## src/rtl/seg_scan.sv

```systemverilog
// Eight-digit seven-segment scan: BCD decode, decimal points, per-digit blink, power blanking.
// Latency: 1 cycle, inputs to registered anodes/cnodes. Free-running scan with no backpressure.
module seg_scan #(
  parameter int unsigned SCAN_DIV     = 4,
  parameter int unsigned BLINK_FRAMES = 2
) (
  input  logic        clk_src,
  input  logic        reset,
  input  logic        power,
  input  logic [31:0] digits,
  input  logic [7:0]  dp_mask,
  input  logic [7:0]  blink_mask,
  output logic [7:0]  anodes,
  output logic [7:0]  cnodes,
  output logic        frame_done
);

  localparam int unsigned PW = (SCAN_DIV > 1) ? $clog2(SCAN_DIV) : 1;
  localparam int unsigned BW = (BLINK_FRAMES > 1) ? $clog2(BLINK_FRAMES) : 1;

  logic [PW-1:0] presc_q, presc_d;
  logic [2:0]    idx_q, idx_d;
  logic [BW-1:0] bcnt_q, bcnt_d;
  logic          phase_q, phase_d;
  logic [7:0]    anodes_q, anodes_d;
  logic [7:0]    cnodes_q, cnodes_d;
  logic          frame_done_q, frame_done_d;

  logic          presc_wrap;
  logic          frame_wrap;
  logic          bcnt_wrap;
  logic          blank;
  logic [4:0]    nib_lsb;
  logic [3:0]    nib;
  logic [6:0]    seg;

  assign presc_wrap = (presc_q == PW'(SCAN_DIV - 1));
  assign frame_wrap = presc_wrap && (idx_q == 3'd7);
  assign bcnt_wrap  = (bcnt_q == BW'(BLINK_FRAMES - 1));

  // Active-low segments {g,f,e,d,c,b,a}; A shows a dash, B..F are blank.
  always_comb begin
    nib_lsb = {idx_q, 2'b00};
    nib     = digits[nib_lsb +: 4];
    case (nib)
      4'h0:    seg = 7'h40;
      4'h1:    seg = 7'h79;
      4'h2:    seg = 7'h24;
      4'h3:    seg = 7'h30;
      4'h4:    seg = 7'h19;
      4'h5:    seg = 7'h12;
      4'h6:    seg = 7'h02;
      4'h7:    seg = 7'h78;
      4'h8:    seg = 7'h00;
      4'h9:    seg = 7'h10;
      4'hA:    seg = 7'h3F;
      default: seg = 7'h7F;
    endcase
  end

  // Phase only flips on the frame-wrap edge, so a dwell is never split.
  always_comb begin
    presc_d      = '0;
    idx_d        = '0;
    bcnt_d       = '0;
    phase_d      = 1'b0;
    frame_done_d = 1'b0;
    anodes_d     = 8'hFF;
    cnodes_d     = 8'hFF;
    blank        = blink_mask[idx_q] & phase_q;
    if (power) begin
      presc_d      = presc_wrap ? '0 : presc_q + PW'(1);
      idx_d        = presc_wrap ? idx_q + 3'd1 : idx_q;
      bcnt_d       = bcnt_q;
      phase_d      = phase_q;
      frame_done_d = frame_wrap;
      if (frame_wrap) begin
        bcnt_d  = bcnt_wrap ? '0 : bcnt_q + BW'(1);
        phase_d = phase_q ^ bcnt_wrap;
      end
      if (!blank) begin
        anodes_d = ~(8'b1 << idx_q);
        cnodes_d = {~dp_mask[idx_q], seg};
      end
    end
  end

  always_ff @(posedge clk_src or negedge reset) begin
    if (!reset) begin
      presc_q      <= '0;
      idx_q        <= '0;
      bcnt_q       <= '0;
      phase_q      <= 1'b0;
      anodes_q     <= 8'hFF;
      cnodes_q     <= 8'hFF;
      frame_done_q <= 1'b0;
    end else begin
      presc_q      <= presc_d;
      idx_q        <= idx_d;
      bcnt_q       <= bcnt_d;
      phase_q      <= phase_d;
      anodes_q     <= anodes_d;
      cnodes_q     <= cnodes_d;
      frame_done_q <= frame_done_d;
    end
  end

  assign anodes     = anodes_q;
  assign cnodes     = cnodes_q;
  assign frame_done = frame_done_q;

endmodule

```

## config.mk

```make
export PLATFORM = sky130hd
export DESIGN_NAME = seg_scan
export DESIGN_NICKNAME = d
export VERILOG_FILES = /design/src/rtl/seg_scan.sv
export SDC_FILE = /design/constraint.sdc
export NUM_CORES = 1
export LEC_CHECK = 0
export ABC_CLOCK_PERIOD_IN_PS = 6200
export BUFFER_PORTS_ARGS = -buffer_cell sky130_fd_sc_hd__buf_2
export CORE_MARGIN = 2
export CORE_UTILIZATION = 51
export DETAILED_ROUTE_END_ITERATION = 12
export PLACE_DENSITY = 0.87
export SLEW_MARGIN = 10
export SYNTH_ARGS = -nofsm -noshare
export SYNTH_HDL_FRONTEND = slang
export SYNTH_SLANG_ARGS = --single-unit
```

## constraint.sdc

```tcl
create_clock -name clk_src -period 6.2 [get_ports clk_src]
set_input_delay 1.24 -clock clk_src [delete_from_list [all_inputs] [get_ports clk_src]]
set_output_delay 1.24 -clock clk_src [all_outputs]
set_load 0.01 [all_outputs]
```

==> results.md, run 1 <==
* Total Routing Usage GR at 0.192
* I/O Pins at 68
* Post-synthesis cell count at 123
* Met2 usage at 0.330
* Start of the worst register-to-register path: idx_q[1]
* GR Layer Usage met1 at 0.246
* Avg Synthesized Cell Area at 12.6 µm²
* Sequential group share of total power at 0.529
* Final Critical Period at 2.52 ns
* Worst Path Max Fanout at 5
* R2R Path End: cnodes[3]
* Die footprint at 0.00350 mm²
* Final hold violations at 0
* Initial antenna violation count at 0
* Util after Layout at 0.637
* Post-Syn Area at roughly 0.0016 mm²
* Top FF cell, synth: dfstp_2
* Final setup margin at between 3 and 4 ns
* Synth top area share at 0.271
* Syn nets at 186
* Clock sinks at 24
* Post-synth top cells: dfstp_2, nand2_1, ha_1
* Area growth syn-to-layout at 22.3%
* Worst reg2reg setup slack at 3.88 ns
* Worst rel slew slack at 0.599
* Psw at 94.3 µW
* Ys async rst share at 1.00
* Setup tns final at 0 ns
* Total number of vias at 1168
* Final ANT Viol Nets at 0
* Chip width at 59.1 µm
* Worst R2R Path Depth at 6
* Max H-tree Level at 1
* Dpl hpwl at 2.51 mm
* Final nets at ~250
* Clk pwr share at 0.201
* Area leader, netlist: dfstp_2
* Hold Buf Count CTS at 0
* Final setup violation count at 0
* Crit path required time at 6.44 ns
* Area of the core at around 0.0030 mm²
* Placer Congestion at 0.777
* Number of diodes at 0
* Synth warn at 0
* Post-CTS setup buffers at 0
* Die height at 59.1 µm
* Maximum VDD drop at slightly above 0.06 mV
* Row count at 20
* Worst Path Arrival at about 2.8 ns
* Cell variety after synth at 31
* Startpoint types: primary input
* Drt pass-1 iters at 4
* Sw Share at 0.277
* Pint at 246 µW
* Drt first-iter violations at 6
* Setup Skew at 0.00244 ns
* Max-Cap Viols at 0
* Max Root-Sink Buffers at 2
* Setup crit end kind: register
* Hold Path Class: register to register
* Synth top area cells: dfstp_2, dfrtp_1, mux4_2
* Gate power share at 0.271
* Setup CP Type: primary input to register
* Worst skew pair latency at slightly above 0.3 ns
* Met3 Use GR at 0.0153
* Hold depth at 1
* Starting Density at 0.521
* Root buf cell: clkbuf_4
* Largest net degree at the start of global routing at 25
* Register bit total from synthesis at 24
* Buffers on Ports at 67
* Top-count cell post-synth: dfstp_2
* Period utilization at 0.406
* DRC at 0
* Static leakage at 0.000892 µW
* Slew Viols, Final at 0
* Least-Margin Pin Slew at 0.601 ns
* Post-place setup slack at 3.35 ns
* RSZ-0062 raised after global routing: no
* Post-synth EDFFs at 0
* Hold endpoint: presc_q[0]
* Design area at 0.00190 mm²
* PwrDens at 179 mW/mm²
* CTS buffer count at 3
* GRT busiest layer: met2
* Worst-path clk slew at between 0.1 and 0.15 ns
* Post-synthesis sequential area ratio at 0.400
* Area post-placement at 0.00187 mm²
* Hold path startpoint: presc_q[0]
* Post_cts resized at 0
* CTS tree: built
* Fmax at 397 MHz
* Vias per cell at roughly 5.3
* Share of layout cells above drive strength 1 at 0.545
* WL/cell at 13.7 µm
* Final wirelength at 3.01 mm
* Vias in the first global route at between 1000 and 1500
* GR Overflow Total at 0
* First-pass GRT wire length at 4.93 mm
* Outcome: finished, final reports clean
metrics by stage:
stage / instances / total power [µW] / hold WS (ns)
2_1_floorplan: 123 / 245 / 0.408
4_1_cts: 220 / 344 / 0.449
5_1_grt: 220 / 363 / 0.480
3_3_place_gp: 216 / 273 / 0.425
6_report: 220 / 340 / 0.447
3_5_place_dp: 216 / 276 / 0.430
power by group through the flow:
stage / Sequential [µW] / Clock [µW] / Combinational [µW]
after detailed placement: 183 / 0 / 93.1
after global placement: 183 / 0 / 89.7
after floorplan: 183 / 0 / 61.6
final: 180 / 68.2 / 91.9
after CTS: 180 / 70.8 / 93.0
after global routing: 182 / 78.1 / 103
registers in the layout, indices dropped and copies added, names as in the netlist:
register    count
phase_q         1
anodes          8
bcnt_q          1
idx_q           3
cnodes          8
presc_q         2
frame_done      1
cells by family (layout without fill, tap and decap cells):
group / count (synthesis) / in the layout / share of synthesized area
AND/OR/NAND/NOR: 37 / 37 / 0.115
flip-flops: 24 / 24 / 0.400
multiplexers: 21 / 21 / 0.261
buffers and inverters: 14 / 78 / 0.0630
adder cells (fa/ha/maj): 12 / 12 / 0.0968
AO/OA/AOI/OAI: 11 / 11 / 0.0404
XOR/XNOR: 4 / 4 / 0.0226
per-layer routing:
metal / share of wire / up-vias
li1: - / 562
met1: 0.41 / 545
met2: 0.51 / 57
met3: 0.072 / 4
met4: 0.015 / 0
met5: 0 / -
final cells by class:
class | count | area [µm²]
multi-input cells | 85 | 832
fillers | 246 | 1080
flip-flops and latches | 24 | 621
inverters | 7 | 40.0
well taps | 33 | 41.3
repair buffers | 67 | 335
clock buffers | 4 | 26.3
worst max-delay path by stage:
stage / cells past startpoint / endpoint / slack [ns] / start
global placement: 7 / cnodes[3] / 3.41 / digits[8]
detailed placement: 7 / cnodes[3] / 3.35 / digits[8]
global route: 7 / cnodes[3] / 3.51 / digits[8]
CTS: 7 / cnodes[3] / 3.68 / digits[8]
finish: 7 / cnodes[3] / 3.68 / digits[8]
floorplan: 6 / cnodes[3] / 3.58 / digits[8]
critical path, cell delays in order:
cell     delay (ns)
buf_2          0.09
mux4_1         0.48
mux2i_1        0.34
ha_1           0.31
inv_1          0.07
mux2i_1        0.06
a21oi_1        0.18
cell usage in the layout (no fill, tap or decap), types with 2 or more instances in the layout:
| cell | netlist | final |
|---|---|---|
| clkbuf_4 | 0 | 3 |
| nand3_1 | 5 | 5 |
| mux2i_4 | 2 | 2 |
| nor3_1 | 3 | 3 |
| mux2i_1 | 6 | 6 |
| nor2_1 | 7 | 7 |
| mux4_2 | 8 | 8 |
| xnor2_1 | 2 | 2 |
| inv_1 | 5 | 5 |
| dfrtp_1 | 8 | 8 |
| xor2_1 | 2 | 2 |
| nand2_1 | 15 | 15 |
| and2_1 | 2 | 2 |
| dfstp_2 | 16 | 16 |
| ha_1 | 12 | 12 |
| buf_2 | 1 | 67 |
| a21oi_1 | 4 | 4 |
| mux4_1 | 4 | 4 |
| o21ai_1 | 4 | 4 |
No activity file was read; power rests on OpenSTA's default activity.
==> run 2, diff against run 1 <==
--- a/config.mk
+++ b/config.mk
@@ -5,12 +5,13 @@
 export SDC_FILE = /design/constraint.sdc
 export NUM_CORES = 1
 export LEC_CHECK = 0
-export ABC_CLOCK_PERIOD_IN_PS = 6200
+export ABC_AREA = 1
+export ABC_CLOCK_PERIOD_IN_PS = 2200
 export BUFFER_PORTS_ARGS = -buffer_cell sky130_fd_sc_hd__buf_2
 export CORE_MARGIN = 2
-export CORE_UTILIZATION = 51
+export CORE_UTILIZATION = 44
 export DETAILED_ROUTE_END_ITERATION = 12
-export PLACE_DENSITY = 0.87
+export PLACE_DENSITY = 0.78
 export SLEW_MARGIN = 10
 export SYNTH_ARGS = -nofsm -noshare
 export SYNTH_HDL_FRONTEND = slang
==> constraint.sdc (replaced) <==
create_clock -name clk_src -period 2.2 [get_ports clk_src]
set_input_delay 0.44 -clock clk_src [delete_from_list [all_inputs] [get_ports clk_src]]
set_output_delay 0.44 -clock clk_src [all_outputs]
set_load 0.01 [all_outputs]
==> run 2 against run 1 <==
Synthesized cell count grew 88%. Worst setup slack got worse by 3.4 ns. Non-clock buffer count rose by 3. Sequential share of layout area fell by 3.6 points. Power rose to 3.4 times the previous value. Clock power increased to 4.8 times the previous value. Critical path type is now register to register.
==> results.md, run 2 <==
* Startpoint types: register
* Setup tns final at 0 ns
* Max-Cap Viols at 0
* Crit path required time at 2.38 ns
* Worst Path Max Fanout at 28
* Final ANT Viol Nets at 0
* Drt pass-1 iters at 4
* Largest net degree at the start of global routing at 29
* Post-synth top cells: nand2_1, nand3_1, inv_1
* Fmax at between 500 and 600 MHz
* Util after Layout at 0.574
* Placer Congestion at 0.866
* Cell variety after synth at 28
* R2R Path End: cnodes[6]
* Maximum VDD drop at 0.233 mV
* Commonest non-fill, non-tap cells in the layout: buf_2, nand2_1, nand3_1
* CTS tree: built
* Post-CTS setup buffers at 0
* Largest family of logic cells by synthesized area: simple AND/OR/NAND/NOR gates
* Post_cts resized at 0
* DRC at 0
* Least-Margin Pin Slew at 0.572 ns
* Buffers on Ports at 67
* Final hold violations at 0
* Post-synthesis compound-gate area fraction at 0.0520
* Chip width at 66.8 µm
* Pint at 817 µW
* Area growth syn-to-layout at 23.0%
* Fin cells at between 300 and 400
* Post-Synth Simple-Gate Area at 0.363
* Worst-path clk slew at 0.08 ns
* Placed insts at 340
* Period utilization at 0.889
* Worst R2R Path Depth at 12
* Share of layout cells above drive strength 1 at 0.385
* Setup Skew at 0.00418 ns
* Initial antenna violation count at 0
* Die height at between 60 and 70 µm
* Worst Path Arrival at 2.14 ns
* Final wirelength at 3.62 mm
* I/O Pins at 68
* Clock sinks at 24
* Outcome: finished, final reports clean
* Register bit total from synthesis at 24
* Avg Synthesized Cell Area at around 7.5 µm²
* Dpl hpwl at 2.95 mm
* Worst reg2reg setup slack at 0.24 ns
* Static leakage at 0.00118 µW
* Hold Path Class: primary input to asynchronous set/reset pin
* Final setup violation count at 0
* Sequential group share of total power at 0.436
* Hold Buf Count CTS at 0
* Filler cells at between 300 and 400
* Number of diodes at 0
* Most common cell after layout, fill and taps aside: buf_2
* Root buf cell: clkbuf_8
* Max Root-Sink Buffers at 2
* Max H-tree Level at 1
* Start of the worst register-to-register path: idx_q[0]
* Total number of vias at 1620
* CTS buffer count at 3
* Synth top area share at 0.243
* Psw at approximately 340 µW
* Final Critical Period at 1.96 ns
* Vias per cell at 4.71
* Setup CP Type: register to register
* Clk pwr share at 0.283
* Gate power share at 0.281
* Synth warn at 0
* Vias in the first global route at around 1500
* Sw Share at 0.291
* First-pass GRT wire length at between 6 and 7 mm
* Post-synth EDFFs at 0
* Die footprint at 0.00446 mm²
* Post-synthesis sequential area ratio at 0.358
* WL/cell at 10.5 µm
* Drt first-iter violations at 64
* Slew Viols, Final at 0
* Setup crit end kind: register
* GR Overflow Total at 0
* Top FF cell, synth: dfstp_2
* Starting Density at 0.466
* RSZ-0062 raised after global routing: no
* Area leader, netlist: dfstp_2
* Worst rel slew slack at 0.619
* Area of the core at 0.00372 mm²
* Ys async rst share at 1.00
* Total Routing Usage GR at 0.185
* Post-synthesis cell count at 231
* Top-count cell post-synth: nand2_1
* Row count at 22
* Final nets at 360
* Syn nets at slightly below 300
* Synth top area cells: dfstp_2, nand2_1, nand3_1
* PwrDens at around 540 mW/mm²
* Synth Area in Adders at 0.0866
* Post-Syn Area at 0.00173 mm²
* Xor/xnor share of the synthesized area at 0
* Worst skew pair latency at 0.26 ns
* Mux share of post-synthesis cell area at 0
run 2: cell type report:
| type | count | area (µm²) | area share |
|---|---|---|---|
| inverters | 40 | 158 | 0.0739 |
| well taps | 48 | 60.1 | 0.0282 |
| flip-flops and latches | 24 | 621 | 0.291 |
| repair buffers | 70 | 358 | 0.168 |
| multi-input cells | 158 | 870 | 0.408 |
| clock buffers | 4 | 66.3 | 0.0311 |
run 2: power groups by stage:
stage / clock, µW / combinational [µW] / sequential, µW
finish: 326 / 324 / 503
global route: 364 / 371 / 508
CTS: 339 / 326 / 504
detailed placement: 0 / 325 / 511
global placement: 0 / 320 / 510
floorplan: 0 / 214 / 521
run 2: worst max path at each step:
| stage | from | to | slack, ns | depth (start not counted) |
|---|---|---|---|---|
| floorplan | idx_q[0] | cnodes[6] | 0.47 | 14 |
| global placement | idx_q[0] | cnodes[6] | 0.32 | 12 |
| detailed placement | idx_q[0] | cnodes[6] | 0.26 | 12 |
| CTS | idx_q[0] | cnodes[6] | 0.23 | 12 |
| global route | idx_q[0] | cnodes[6] | 0.004 | 12 |
| finish | idx_q[0] | cnodes[6] | 0.24 | 12 |
run 2: metal layers:
metal,track usage,up-vias,part of all wire,routed length (µm)
met4,0.0230,0,0.0025,9
met5,0,-,0,0
met2,0.323,42,0.47,1720
met1,0.242,724,0.47,1690
li1,-,852,-,-
met3,0.0389,2,0.056,201
run 2: cell families (layout without fill, tap and decap cells):
family | after synthesis | in the layout
flops | 24 | 24
fa+ha+maj | 12 | 12
buf+inv | 49 | 114
simple gates | 131 | 131
compound gates | 15 | 15
run 2: through the flow:
stage / hold slack [ns] / setup WS (ns) / power (µW) / instance area [µm²]
finish: 0.136 / 0.244 / 1150 / 2130
global route: 0.169 / 0.00371 / 1240 / 2130
CTS: 0.140 / 0.232 / 1170 / 2130
detailed placement: 0.423 / 0.258 / 836 / 2070
global placement: 0.422 / 0.322 / 830 / 2070
floorplan: 0.144 / 0.474 / 735 / 1730
run 2: worst max-delay path, cell delays in order (launching register included):
cell	delay [ns]
dfrtp_1	0.71
inv_6	0.18
nand2_1	0.10
nand2_1	0.05
nand2_1	0.05
nand3_1	0.08
nand2_2	0.13
inv_1	0.08
ha_1	0.17
inv_1	0.06
nand3_1	0.10
nand3_1	0.11
nand3_2	0.06
